File: config.mk
export PLATFORM = sky130hd
export DESIGN_NAME = spi_flash_ahb_master_flat
export DESIGN_NICKNAME = d
export VERILOG_FILES = /design/src/rtl/spi_flash_ahb_master_if.sv /design/src/rtl/spi_flash_ahb_master.sv /design/src/flat_wrapper.sv
export SDC_FILE = /design/constraint.sdc
export NUM_CORES = 1
export LEC_CHECK = 0
export CAP_MARGIN = 20
export CORE_ASPECT_RATIO = 2
export CORE_UTILIZATION = 44
export DETAILED_ROUTE_END_ITERATION = 16
export PLACE_DENSITY_LB_ADDON = 0.08
export SYNTH_ARGS = -nofsm -noshare
export SYNTH_HDL_FRONTEND = slang
export SYNTH_SLANG_ARGS = --single-unit
File: constraint.sdc
create_clock -name ahbclk -period 2.5 [get_ports ahbclk]
set_input_delay 0.5 -clock ahbclk [delete_from_list [all_inputs] [get_ports ahbclk]]
set_output_delay 0.5 -clock ahbclk [all_outputs]
set_load 0.02 [all_outputs]
File: src/rtl/spi_flash_ahb_master_if.sv
// Request port and AHB-Lite master/slave signals of spi_flash_ahb_master.
// The master modport is the DUT's view; the slave modport is the requester plus bus model.
interface spi_flash_ahb_master_if;
  // Request handshake: a request transfers on a rising edge where
  // i_valid && o_ready. The requester holds i_addr/i_wr_data/i_rd0_wr1
  // stable from i_valid rising until that edge.
  logic        i_valid;
  logic        o_ready;
  logic [31:0] i_addr;
  logic [31:0] i_wr_data;
  logic        i_rd0_wr1;
  logic        o_done;
  logic        o_rd_valid;
  logic [31:0] o_rd_data;
  logic        o_err;
  logic        o_timeout;
  logic [31:0] o_err_addr;
  logic        i_err_clr;
  logic [31:0] o_haddr;
  logic [1:0]  o_htrans;
  logic        o_hwrite;
  logic [2:0]  o_hsize;
  logic [2:0]  o_hburst;
  logic [31:0] o_hwdata;
  logic [31:0] i_hrdata;
  logic        i_hready;
  logic        i_hresp;

  modport master (
    input  i_valid, i_addr, i_wr_data, i_rd0_wr1, i_err_clr,
    input  i_hrdata, i_hready, i_hresp,
    output o_ready, o_done, o_rd_valid, o_rd_data, o_err, o_timeout, o_err_addr,
    output o_haddr, o_htrans, o_hwrite, o_hsize, o_hburst, o_hwdata
  );

  modport slave (
    output i_valid, i_addr, i_wr_data, i_rd0_wr1, i_err_clr,
    output i_hrdata, i_hready, i_hresp,
    input  o_ready, o_done, o_rd_valid, o_rd_data, o_err, o_timeout, o_err_addr,
    input  o_haddr, o_htrans, o_hwrite, o_hsize, o_hburst, o_hwdata
  );
endinterface

File: src/rtl/spi_flash_ahb_master.sv
// Single-transfer AHB-Lite master: one NONSEQ/SINGLE word transfer per request,
// with wait states, two-cycle ERROR response and a data-phase timeout.
module spi_flash_ahb_master #(
  parameter int unsigned TIMEOUT = 255
) (
  input  logic                          ahbclk,
  input  logic                          ahbrst,
  spi_flash_ahb_master_if.master        bus,
  output logic [1:0]                    o_dbg_state
);

  typedef enum logic [1:0] {
    ST_IDLE = 2'd0,
    ST_ADDR = 2'd1,
    ST_DATA = 2'd2,
    ST_ERR2 = 2'd3
  } state_e;

  localparam logic [7:0] TMO_LIMIT = 8'(TIMEOUT);
  localparam logic [1:0] HTRANS_IDLE   = 2'b00;
  localparam logic [1:0] HTRANS_NONSEQ = 2'b10;

  state_e      state_q, state_d;
  logic [31:0] addr_q, addr_d;
  logic [31:0] wdata_q, wdata_d;
  logic        write_q, write_d;
  logic [7:0]  cnt_q, cnt_d;
  logic        done_q, done_d;
  logic        rd_valid_q, rd_valid_d;
  logic [31:0] rd_data_q, rd_data_d;
  logic        err_q, err_d;
  logic        tmo_q, tmo_d;
  logic [31:0] err_addr_q, err_addr_d;
  logic        err_set, tmo_set;
  logic        accept;

  always_ff @(posedge ahbclk or negedge ahbrst) begin
    if (!ahbrst) begin
      state_q    <= ST_IDLE;
      addr_q     <= '0;
      wdata_q    <= '0;
      write_q    <= 1'b0;
      cnt_q      <= '0;
      done_q     <= 1'b0;
      rd_valid_q <= 1'b0;
      rd_data_q  <= '0;
      err_q      <= 1'b0;
      tmo_q      <= 1'b0;
      err_addr_q <= '0;
    end else begin
      state_q    <= state_d;
      addr_q     <= addr_d;
      wdata_q    <= wdata_d;
      write_q    <= write_d;
      cnt_q      <= cnt_d;
      done_q     <= done_d;
      rd_valid_q <= rd_valid_d;
      rd_data_q  <= rd_data_d;
      err_q      <= err_d;
      tmo_q      <= tmo_d;
      err_addr_q <= err_addr_d;
    end
  end

  assign accept = bus.i_valid && (state_q == ST_IDLE);

  always_comb begin
    state_d    = state_q;
    addr_d     = addr_q;
    wdata_d    = wdata_q;
    write_d    = write_q;
    cnt_d      = cnt_q;
    done_d     = 1'b0;
    rd_valid_d = 1'b0;
    rd_data_d  = rd_data_q;
    err_addr_d = err_addr_q;
    err_set    = 1'b0;
    tmo_set    = 1'b0;

    unique case (state_q)
      ST_IDLE: begin
        if (accept) begin
          addr_d  = bus.i_addr;
          write_d = bus.i_rd0_wr1;
          // Write data is only replaced by a write, so HWDATA stays quiet on reads.
          if (bus.i_rd0_wr1) wdata_d = bus.i_wr_data;
          if (bus.i_addr[1:0] != 2'b00) begin
            done_d     = 1'b1;
            err_set    = 1'b1;
            err_addr_d = bus.i_addr;
          end else begin
            state_d = ST_ADDR;
          end
        end
      end
      ST_ADDR: begin
        if (bus.i_hready) begin
          state_d = ST_DATA;
          cnt_d   = '0;
        end
      end
      ST_DATA: begin
        if (bus.i_hresp) begin
          if (bus.i_hready) begin
            // Single-cycle ERROR is illegal on AHB-Lite; still report it as a failure.
            state_d    = ST_IDLE;
            done_d     = 1'b1;
            err_set    = 1'b1;
            err_addr_d = addr_q;
          end else begin
            state_d = ST_ERR2;
          end
        end else if (bus.i_hready) begin
          state_d = ST_IDLE;
          done_d  = 1'b1;
          if (!write_q) begin
            rd_data_d  = bus.i_hrdata;
            rd_valid_d = 1'b1;
          end
        end else if (cnt_q + 8'd1 == TMO_LIMIT) begin
          state_d    = ST_IDLE;
          done_d     = 1'b1;
          err_set    = 1'b1;
          tmo_set    = 1'b1;
          err_addr_d = addr_q;
        end else begin
          cnt_d = cnt_q + 8'd1;
        end
      end
      ST_ERR2: begin
        if (bus.i_hready) begin
          state_d    = ST_IDLE;
          done_d     = 1'b1;
          err_set    = 1'b1;
          err_addr_d = addr_q;
        end
      end
      default: state_d = ST_IDLE;
    endcase

    // A new error event outranks a clear in the same cycle.
    err_d = err_set ? 1'b1 : (bus.i_err_clr ? 1'b0 : err_q);
    tmo_d = tmo_set ? 1'b1 : (bus.i_err_clr ? 1'b0 : tmo_q);
  end

  assign bus.o_ready    = (state_q == ST_IDLE);
  assign bus.o_htrans   = (state_q == ST_ADDR) ? HTRANS_NONSEQ : HTRANS_IDLE;
  assign bus.o_haddr    = addr_q;
  assign bus.o_hwrite   = write_q;
  assign bus.o_hsize    = 3'b010;
  assign bus.o_hburst   = 3'b000;
  assign bus.o_hwdata   = wdata_q;
  assign bus.o_done     = done_q;
  assign bus.o_rd_valid = rd_valid_q;
  assign bus.o_rd_data  = rd_data_q;
  assign bus.o_err      = err_q;
  assign bus.o_timeout  = tmo_q;
  assign bus.o_err_addr = err_addr_q;
  assign o_dbg_state    = state_q;

endmodule
File: src/flat_wrapper.sv
// flat-port wrapper written by rule: the top's interface ports become plain ports
module spi_flash_ahb_master_flat 
#(
  parameter int unsigned TIMEOUT = 255
)
  (ahbclk, ahbrst, o_dbg_state, bus_i_valid, bus_i_addr, bus_i_wr_data, bus_i_rd0_wr1, bus_i_err_clr, bus_i_hrdata, bus_i_hready, bus_i_hresp, bus_o_ready, bus_o_done, bus_o_rd_valid, bus_o_rd_data, bus_o_err, bus_o_timeout, bus_o_err_addr, bus_o_haddr, bus_o_htrans, bus_o_hwrite, bus_o_hsize, bus_o_hburst, bus_o_hwdata);
  spi_flash_ahb_master_if bus_i ();
  input  logic ahbclk;
  input  logic ahbrst;
  output logic [1:0] o_dbg_state;
  input wire logic [$bits(bus_i.i_valid)-1:0] bus_i_valid;
  input wire logic [$bits(bus_i.i_addr)-1:0] bus_i_addr;
  input wire logic [$bits(bus_i.i_wr_data)-1:0] bus_i_wr_data;
  input wire logic [$bits(bus_i.i_rd0_wr1)-1:0] bus_i_rd0_wr1;
  input wire logic [$bits(bus_i.i_err_clr)-1:0] bus_i_err_clr;
  input wire logic [$bits(bus_i.i_hrdata)-1:0] bus_i_hrdata;
  input wire logic [$bits(bus_i.i_hready)-1:0] bus_i_hready;
  input wire logic [$bits(bus_i.i_hresp)-1:0] bus_i_hresp;
  output wire logic [$bits(bus_i.o_ready)-1:0] bus_o_ready;
  output wire logic [$bits(bus_i.o_done)-1:0] bus_o_done;
  output wire logic [$bits(bus_i.o_rd_valid)-1:0] bus_o_rd_valid;
  output wire logic [$bits(bus_i.o_rd_data)-1:0] bus_o_rd_data;
  output wire logic [$bits(bus_i.o_err)-1:0] bus_o_err;
  output wire logic [$bits(bus_i.o_timeout)-1:0] bus_o_timeout;
  output wire logic [$bits(bus_i.o_err_addr)-1:0] bus_o_err_addr;
  output wire logic [$bits(bus_i.o_haddr)-1:0] bus_o_haddr;
  output wire logic [$bits(bus_i.o_htrans)-1:0] bus_o_htrans;
  output wire logic [$bits(bus_i.o_hwrite)-1:0] bus_o_hwrite;
  output wire logic [$bits(bus_i.o_hsize)-1:0] bus_o_hsize;
  output wire logic [$bits(bus_i.o_hburst)-1:0] bus_o_hburst;
  output wire logic [$bits(bus_i.o_hwdata)-1:0] bus_o_hwdata;
  assign bus_i.i_valid = bus_i_valid;
  assign bus_i.i_addr = bus_i_addr;
  assign bus_i.i_wr_data = bus_i_wr_data;
  assign bus_i.i_rd0_wr1 = bus_i_rd0_wr1;
  assign bus_i.i_err_clr = bus_i_err_clr;
  assign bus_i.i_hrdata = bus_i_hrdata;
  assign bus_i.i_hready = bus_i_hready;
  assign bus_i.i_hresp = bus_i_hresp;
  assign bus_o_ready = bus_i.o_ready;
  assign bus_o_done = bus_i.o_done;
  assign bus_o_rd_valid = bus_i.o_rd_valid;
  assign bus_o_rd_data = bus_i.o_rd_data;
  assign bus_o_err = bus_i.o_err;
  assign bus_o_timeout = bus_i.o_timeout;
  assign bus_o_err_addr = bus_i.o_err_addr;
  assign bus_o_haddr = bus_i.o_haddr;
  assign bus_o_htrans = bus_i.o_htrans;
  assign bus_o_hwrite = bus_i.o_hwrite;
  assign bus_o_hsize = bus_i.o_hsize;
  assign bus_o_hburst = bus_i.o_hburst;
  assign bus_o_hwdata = bus_i.o_hwdata;
  spi_flash_ahb_master #(.TIMEOUT(TIMEOUT)) u_core (.ahbclk(ahbclk), .ahbrst(ahbrst), .bus(bus_i), .o_dbg_state(o_dbg_state));
endmodule
---- After elaboration in Yosys (flattened, before gate mapping) ----
Cells that the tools add are included.
word-level totals
  bits of input ports ..................... 103
  register bits after elaboration ......... 143
  logic and storage cells ................. 83
operators by class
  bitwise gates (word level) .............. 2
  eq/ne operators ......................... 15
  $add $sub $neg .......................... 1
  reductions and logical operators ........ 13
  mux-type cells .......................... 41
operator list
  kind                                                    number
  2-to-1 mux 32 bit                                       6
  case mux 32 bit (3 select lines)                        1
  2-to-1 mux 8 bit                                        4
  2-to-1 mux 2 bit                                        9
  2-to-1 mux 1 bit                                        17
  case mux 8 bit (2 select lines)                         1
  AND reduction 5 bit                                     3
  inequality test 2 bit (second input constant)           6
  adder 8 x 1 -> 8 bit (second input constant)            1
  == test 8 bit (second input constant)                   1
  case mux 2 bit (4 select lines)                         1
  nonzero test 2 bit                                      4
  case mux 1 bit (3 select lines)                         2
  == test 2 bit (second input constant)                   2
  inequality test 2 x 1 -> 1 bit (second input constant)  2
  inequality test 4 x 3 -> 1 bit (second input constant)  1
  AND reduction 4 bit                                     1
  inequality test 3 x 2 -> 1 bit (second input constant)  1
  inequality test 3 bit (second input constant)           1
  AND reduction 3 bit                                     1
  nonzero test 3 bit                                      1
  == test 2 x 1 -> 1 bit (second input constant)          1
  logical NOT 2 bit                                       1
  inverter 1 bit                                          2
  2 further kinds                                         2

---- Depth between registers and ports, before layout ----
Gate-level depths: netlist of the first run.
  word-level depth ........................ 7
  gate-level depth with buffers ........... 8

---- Least setup slack after synthesis of the first run ----
Ideal clock, no wire load.
  kind .................................... reg2reg
  from .................................... register u_core.state_q[1] (netlist: u_core.o_dbg_state[1])
  to ...................................... register u_core.wdata_q[10] (netlist: u_core.bus.o_hwdata[10])
  path buffers ............................ 3
  library setup time ...................... 125 ps
  data arrival time ....................... 1970 ps
  period minus slack after synthesis ...... 2095 ps
  slack ................................... 405 ps
  cell stages (with the launch flop) ...... 7
  cell sequence ........................... dfrtp_1 clkbuf_1 nor2_1 and3_1 clkbuf_1 buf_2 mux2_2
between the ends
  word-level cells in the longest chain between the ends .. 3
ends and longest elaborated chain
  element                                   line                        text
  from (decl)                               spi_flash_ahb_master.sv:23  state_e state_q, state_d;
  from (signal assigned)                    spi_flash_ahb_master.sv:51  state_q <= state_d;
  logical NOT 2 bit (*)                     --
  via bus_o_ready                           flat_wrapper.sv:19          output wire logic [$bits(bus_i.o_ready)-1:0] bus_o_ready;
  logical AND 1 bit                         spi_flash_ahb_master.sv:65  assign accept = bus.i_valid && (state_q == ST_IDLE);
  AND reduction 3 bit (no source line) (*)  --
  to (signal assigned)                      spi_flash_ahb_master.sv:53  wdata_q <= wdata_d;
  to (decl)                                 spi_flash_ahb_master.sv:25  logic [31:0] wdata_q, wdata_d;
Mark *: on every way through the listed nets, which the timed path passes. The rest lies on a longest branch.
A chain may end at the register's enable or synchronous reset.

---- Worst setup path in the final report of the first run ----
  from .................................... register u_core.cnt_q[0]
  to ...................................... register u_core.cnt_q[6]
between the ends
  word-level cells in the longest chain between the ends .. 5
  elaborated cells on any way between the ends .. 8
  classes of those cells .................. add/sub (1); eq/ne (2); mux (4); reduce/logical (1)
ends and longest elaborated chain
  element                                                                line                                                      text
  from (decl)                                                            spi_flash_ahb_master.sv:27                                logic [7:0] cnt_q, cnt_d;
  from (signal assigned)                                                 spi_flash_ahb_master.sv:55                                cnt_q <= cnt_d;
  adder 8 x 1 -> 8 bit (*)                                               spi_flash_ahb_master.sv:120, spi_flash_ahb_master.sv:127
  parallel branches: the longest is 4 deep, another holds == test 8 bit  --
Every way passes the cells marked *. The select of a mux whose other input is x is not followed.

==> impl_metrics.ini, run 1 <==
[outcome]
outcome = completed

[cells_and_area]
fin_nets = 891
num_antenna_cells = 0
seq_area_sq_um = 3580
drive_above_1_share_pct = 16.5
multi_input_area_sq_um = 2240
postLayoutCellArea_sq_um = 9390
syn_to_final_growth_pct = 52.9
fillers = 1013
fin_cells = 954

[power_and_ir_drop]
p_leak_nw = 4.13
power-per-cell-area_nw_per_um2 = 1170
vdd_drop_max_mv = 0.649
p_total_mw = 11.0

[synthesis]
synth_edf_count = 0
synth_cells = 541
async_flop_share_pct = 100
synth_fa_ha_area_share_pct = 0.407
yosys.area_share.simple_pct = 8.27
synthMuxAreaShare_pct = 12.4
synth_compound_area_share_pct = 14.8
synth_top_family_by_area = compound AO/OA/AOI/OAI gates
synth-seq-cells = 143
ys.flop_type = dfrtp_1
yosys_warnings = 0
synth_area_sq_um = 6140
postSynthAreaPerCell_sq_um = 11.4
synth-xor-area-share_pct = 0
yosysUniqueCellTypes = 46
ys_seq_area_share_pct = 58.3

[critical_path]
critPathLaunchType = flip-flop
arrival_ns = 2.70
end_kind = flip-flop
r2r_cells = 6
crit_type = flip-flop to flip-flop
required_ns = 2.85
cp_max_fo = 9

[floorplan]
coreArea_sq_um = 13500
die_w_um = 85.5
initial_utilization_pct = 45.4
die_h_um = 169
ios = 247
rows = 60
die_area_sq_um = 14500

[run]
cap_violations = 0

[sta]
holdWs_ns = 0.504
drv_slew = 0
hold_viol_final = 0
maxSlewHeadroom_pct = 65.4
worst_slew_pin_slew_ns = 0.505
rsz0062_at_grt = no
max_clock_freq_mhz = 426
fin_skew_ns = 0.00950
finalSetupViolations = 0
fin_crit_sh_pct = 94.0
fin_setup_tns_ns = 0
layout_min_cycle_time_ns = 2.35

[route]
drc = 0
ant_nets = 0
wl_per_cell_um = 17.7
vias = 5080
drt_pre_antenna_iters = 4
postRouteWirelength_um = 16900
drt_iter0_drc = 191
routed_via_density = 5.32

[place]
numPortBuffers = 239
dp_cells = 919
place_area_sq_um = 8760
hpwlAfterDp_um = 12400
gp_congestion = 0.875

[worst_hold_path]
whs_path_depth = 1
min_path_type = flip-flop to flip-flop

[global_route]
antenna_found_initial = 0
grt_pass1_wl_um = 27000
gr-total-overflow = 0
grt_usage_pct = 24.2
grt_start_max_net_pins = 56
grt_pass1_vias = 5239

[clock_network]
path_clk_slew_ns = 0.06
cts_tree = yes
clk_latency_ns = 0.41
htree_num_levels = 4
root_buffer = clkbuf_16
numCtsBuffers = 17
clock_sinks = 143
clock_path_buffers = 2
==> through the flow <==
step / worst slack, ns / utilization, %
floorplan: 0.405 / -
global placement: 0.100 / 64.8
detailed placement: 0.0515 / 64.8
CTS: 0.151 / 69.4
global route: 0.0352 / 69.5
finish: 0.151 / 69.5
==> path summary, 6_finish.rpt <==
path,startpoint,end,slack (ns)
max,u_core.cnt_q[0]$_DFFE_PN0P_,u_core.cnt_q[6]$_DFFE_PN0P_,0.15
min,u_core.bus.o_err_addr[6]$_DFFE_PN0P_,u_core.bus.o_err_addr[6]$_DFFE_PN0P_,0.50
max reg2reg,u_core.cnt_q[0]$_DFFE_PN0P_,u_core.cnt_q[6]$_DFFE_PN0P_,0.15
min reg2reg,u_core.bus.o_err_addr[6]$_DFFE_PN0P_,u_core.bus.o_err_addr[6]$_DFFE_PN0P_,0.50
max in group asynchronous,ahbrst,u_core.bus.o_rd_data[4]$_DFFE_PN0P_,1.25
min in group asynchronous,ahbrst,u_core.bus.o_hwdata[19]$_DFFE_PN0P_,0.56
==> what timing repair did <==
item / CTS / global route
hold buffers: 1 / 0
gates resized for setup: 0 / 0
setup endpoints to repair: 0 / 1
setup buffers: 0 / 2
endpoints found under the hold margin: 4 / 0
==> layer usage <==
metal	GRT usage (%)	vias to the layer above	part of all wire, %
li1	-	2370	-
met1	27.5	2447	37
met2	42.6	240	53
met3	5.85	23	6.9
met4	10.2	0	2.4
met5	0	-	0
==> cells in the final DEF, fill, tap and decap left out, types with 3 or more instances in the layout <==
| cell | instances |
|---|---|
| a211o_1 | 3 |
| a21oi_1 | 11 |
| a22o_1 | 32 |
| buf_12 | 5 |
| buf_4 | 17 |
| clkbuf_16 | 17 |
| clkdlybuf4s50_1 | 238 |
| conb_1 | 7 |
| dfrtp_1 | 142 |
| inv_1 | 37 |
| inv_6 | 7 |
| mux2_2 | 66 |
| nand2_1 | 81 |
| nand3_1 | 3 |
| nor2_1 | 6 |
| nor3_1 | 3 |
| o21ai_0 | 37 |
| o221ai_1 | 3 |
| o22ai_1 | 32 |
==> synthesized netlist by cell type (2+ instances only) <==
master | number | area (sq um)
buf_2 | 6 | 30.0
nor3b_1 | 2 | 15.0
nor2b_1 | 2 | 12.5
ha_1 | 2 | 25.0
and2_1 | 2 | 12.5
nand4_1 | 2 | 12.5
clkbuf_1 | 21 | 78.8
mux2i_1 | 2 | 20.0
nand3_1 | 3 | 15.0
nand2_1 | 82 | 308
o221ai_1 | 3 | 26.3
o21ai_0 | 37 | 185
and3_1 | 2 | 12.5
nor2_1 | 7 | 26.3
dfrtp_1 | 143 | 3580
buf_4 | 8 | 60.1
conb_1 | 2 | 7.51
a221o_1 | 2 | 20.0
mux2_2 | 66 | 743
nor3_1 | 3 | 15.0
buf_6 | 3 | 33.8
o22ai_1 | 32 | 200
nand3b_1 | 2 | 15.0
o21ai_1 | 2 | 10.0
a21oi_1 | 12 | 60.1
a211o_1 | 3 | 26.3
inv_1 | 37 | 139
a31oi_1 | 2 | 12.5
a22o_1 | 32 | 280
buf_1 | 3 | 11.3
==> cell families after synthesis <==
kind of cell / Yosys count
AOI/OAI and AO/OA: 133
adders and majority gates: 2
buffers and inverters: 78
DFF: 143
muxes: 68
other: 2
and+or+nand+nor: 115
==> flip-flops by register name, indices dropped and copies added, names as in the netlist <==
name                   flops
u_core.bus.o_err_addr     32
u_core.bus.o_haddr        32
u_core.bus.o_hwdata       32
u_core.bus.o_rd_data      32
u_core.cnt_q               8
u_core.o_dbg_state         2
u_core.bus.o_done          1
u_core.bus.o_err           1
u_core.bus.o_hwrite        1
u_core.bus.o_rd_valid      1
u_core.bus.o_timeout       1
==> where the power goes <==
group	leakage [nW]	switching, mW	internal (mW)
Sequential	1.76	0.628	3.21
Clock	0.294	1.06	1.51
Combinational	2.08	2.24	2.36
==> area by class of cell <==
class / count / area share [%]
Clock buffer: 17 / 4.53
Timing Repair Buffer: 262 / 28.0
Tap cell: 155 / 2.07
Multi-Input combinational cell: 325 / 23.9
Inverter: 37 / 1.48
Clock inverter: 15 / 1.85
Sequential cell: 143 / 38.1
==> worst max-delay path: stages (launching register included) <==
cell and delay [ns]:
dfrtp_1 0.49, ha_1 0.28, nand3_2 0.13, or3_4 0.43
a221o_1 0.48, a21boi_2 0.29, a221o_1 0.19
No activity file was read; power rests on OpenSTA's default activity.
==> run 2: changes to the inputs <==
CAP_MARGIN = default   (was 20)
==> results of run 2 <==
Same layout as run 1: the final DEF is identical, and so are final timing and power.
==> run 3: changes to the inputs <==
SETUP_SLACK_MARGIN = 0.1   (was default)
SLEW_MARGIN = 10   (was default)
==> impl_metrics.ini, run 3 (same netlist as run 1, synthesis figures left out) <==
[outcome]
outcome = completed

[sta]
layout_min_cycle_time_ns = 2.34
fin_crit_sh_pct = 93.7
rsz0062_at_grt = yes
fin_setup_tns_ns = 0
fin_skew_ns = 0.00953
drv_slew = 0
finalSetupViolations = 0
max_clock_freq_mhz = 427
hold_viol_final = 0

[clock_network]
clock_path_buffers = 2
cts_tree = yes
path_clk_slew_ns = 0.06
htree_num_levels = 4
clock_sinks = 143
root_buffer = clkbuf_16
numCtsBuffers = 17
clk_latency_ns = 0.41

[global_route]
grt_pass1_wl_um = 27000
grt_start_max_net_pins = 56
grt_usage_pct = 24.2
gr-total-overflow = 0
antenna_found_initial = 0
grt_pass1_vias = 5239

[cells_and_area]
mostFrequentLayoutCell = clkdlybuf4s50_1
fin_nets = 891
layout_common_cells = clkdlybuf4s50_1 (237), dfrtp_1 (141), nand2_1 (81), mux2_2 (66)
drive_above_1_share_pct = 16.6
syn_to_final_growth_pct = 52.9
num_antenna_cells = 0

[power_and_ir_drop]
p_total_mw = 11.0
vdd_drop_max_mv = 0.650
power-per-cell-area_nw_per_um2 = 1170
p_leak_nw = 4.14

[route]
drt_iter0_drc = 183
wl_per_cell_um = 17.6
drc = 0
ant_nets = 0
routed_via_density = 5.34
vias = 5098
drt_pre_antenna_iters = 5
postRouteWirelength_um = 16800

[critical_path]
cp_max_fo = 8
arrival_ns = 2.69
critPathLaunchType = flip-flop
end_kind = flip-flop
crit_chain = ha_1 > nand3_2 > or3_4 > a221o_1 > a21boi_2 > a221o_1
slowest_delay_ns = 0.49
crit_path_frequent_cell = a221o_1
crit_type = flip-flop to flip-flop
required_ns = 2.85
slowest_stage = a221o_1

[floorplan]
die_w_um = 85.5
ios = 247
rows = 60
die_area_sq_um = 14500
initial_utilization_pct = 45.4
die_h_um = 169
coreArea_sq_um = 13500

[worst_hold_path]
min_path_type = flip-flop to flip-flop

[place]
numPortBuffers = 239
gp_congestion = 0.875
hpwlAfterDp_um = 12400

[run]
cap_violations = 0
-- run 3: area by class of cell --
cell class | count | area, sq um
clock buffers | 17 | 425
clock inverters | 15 | 174
fillers | 1014 | 4120
inverters | 37 | 139
multi-input cells | 325 | 2240
flip-flops and latches | 143 | 3580
well taps | 155 | 194
repair buffers | 262 | 2630
-- run 3: worst paths after layout --
path	endpoint	depth (start not counted)	startpoint	slack (ns)
worst max-delay path	u_core.cnt_q[6]$_DFFE_PN0P_	6	u_core.cnt_q[1]$_DFFE_PN0P_	0.16
worst min register to register	u_core.bus.o_rd_data[30]$_DFFE_PN0P_	1	u_core.bus.o_rd_data[30]$_DFFE_PN0P_	0.50
worst max register to register	u_core.cnt_q[6]$_DFFE_PN0P_	6	u_core.cnt_q[1]$_DFFE_PN0P_	0.16
max in group asynchronous	u_core.bus.o_rd_data[4]$_DFFE_PN0P_	3	ahbrst	1.25
min in group asynchronous	u_core.bus.o_hwdata[19]$_DFFE_PN0P_	2	ahbrst	0.56
worst min-delay path	u_core.bus.o_rd_data[30]$_DFFE_PN0P_	1	u_core.bus.o_rd_data[30]$_DFFE_PN0P_	0.50
-- run 3: critical path, delay by kind of cell, from the launching register on --
kind	cells	cell delay (ns)
and+or+nand+nor	2	0.56
AOI/OAI and AO/OA	3	0.97
adders and majority gates	1	0.28
DFF	1	0.47
-- run 3: stage by stage --
step                utilization, %  cell area (sq um)  instances  hold slack, ns  worst slack (ns)
finish                        69.5               9390        954           0.504             0.158
global route                  69.5               9390        954           0.517            0.0546
CTS                           69.4               9370        952           0.508             0.151
detailed placement            64.8               8760        919           0.441            0.0515
global placement              64.8               8760        919           0.435             0.100
floorplan                        -               6160        546           0.204             0.405
-- run 3: where the power goes --
| group | switching [mW] | internal, mW | leakage, nW |
|---|---|---|---|
| Combinational | 2.25 | 2.36 | 2.09 |
| Sequential | 0.629 | 3.21 | 1.76 |
| Clock | 1.06 | 1.51 | 0.294 |
| Total | 3.93 | 7.08 | 4.14 |
-- run 3: repair_timing --
item,in CTS,in global routing
hold buffers,1,0
setup endpoints to repair,0,36
endpoints found under the hold margin,4,0
gates resized for setup,0,3
setup buffers,0,2
-- run 3: per-layer routing --
layer | GRT usage (%) | vias to the layer above | routed length (um)
li1 | - | 2378 | -
met1 | 27.5 | 2463 | 6330
met2 | 42.6 | 230 | 8950
met3 | 5.85 | 27 | 1100
met4 | 10.2 | 0 | 428
met5 | 0 | - | 0
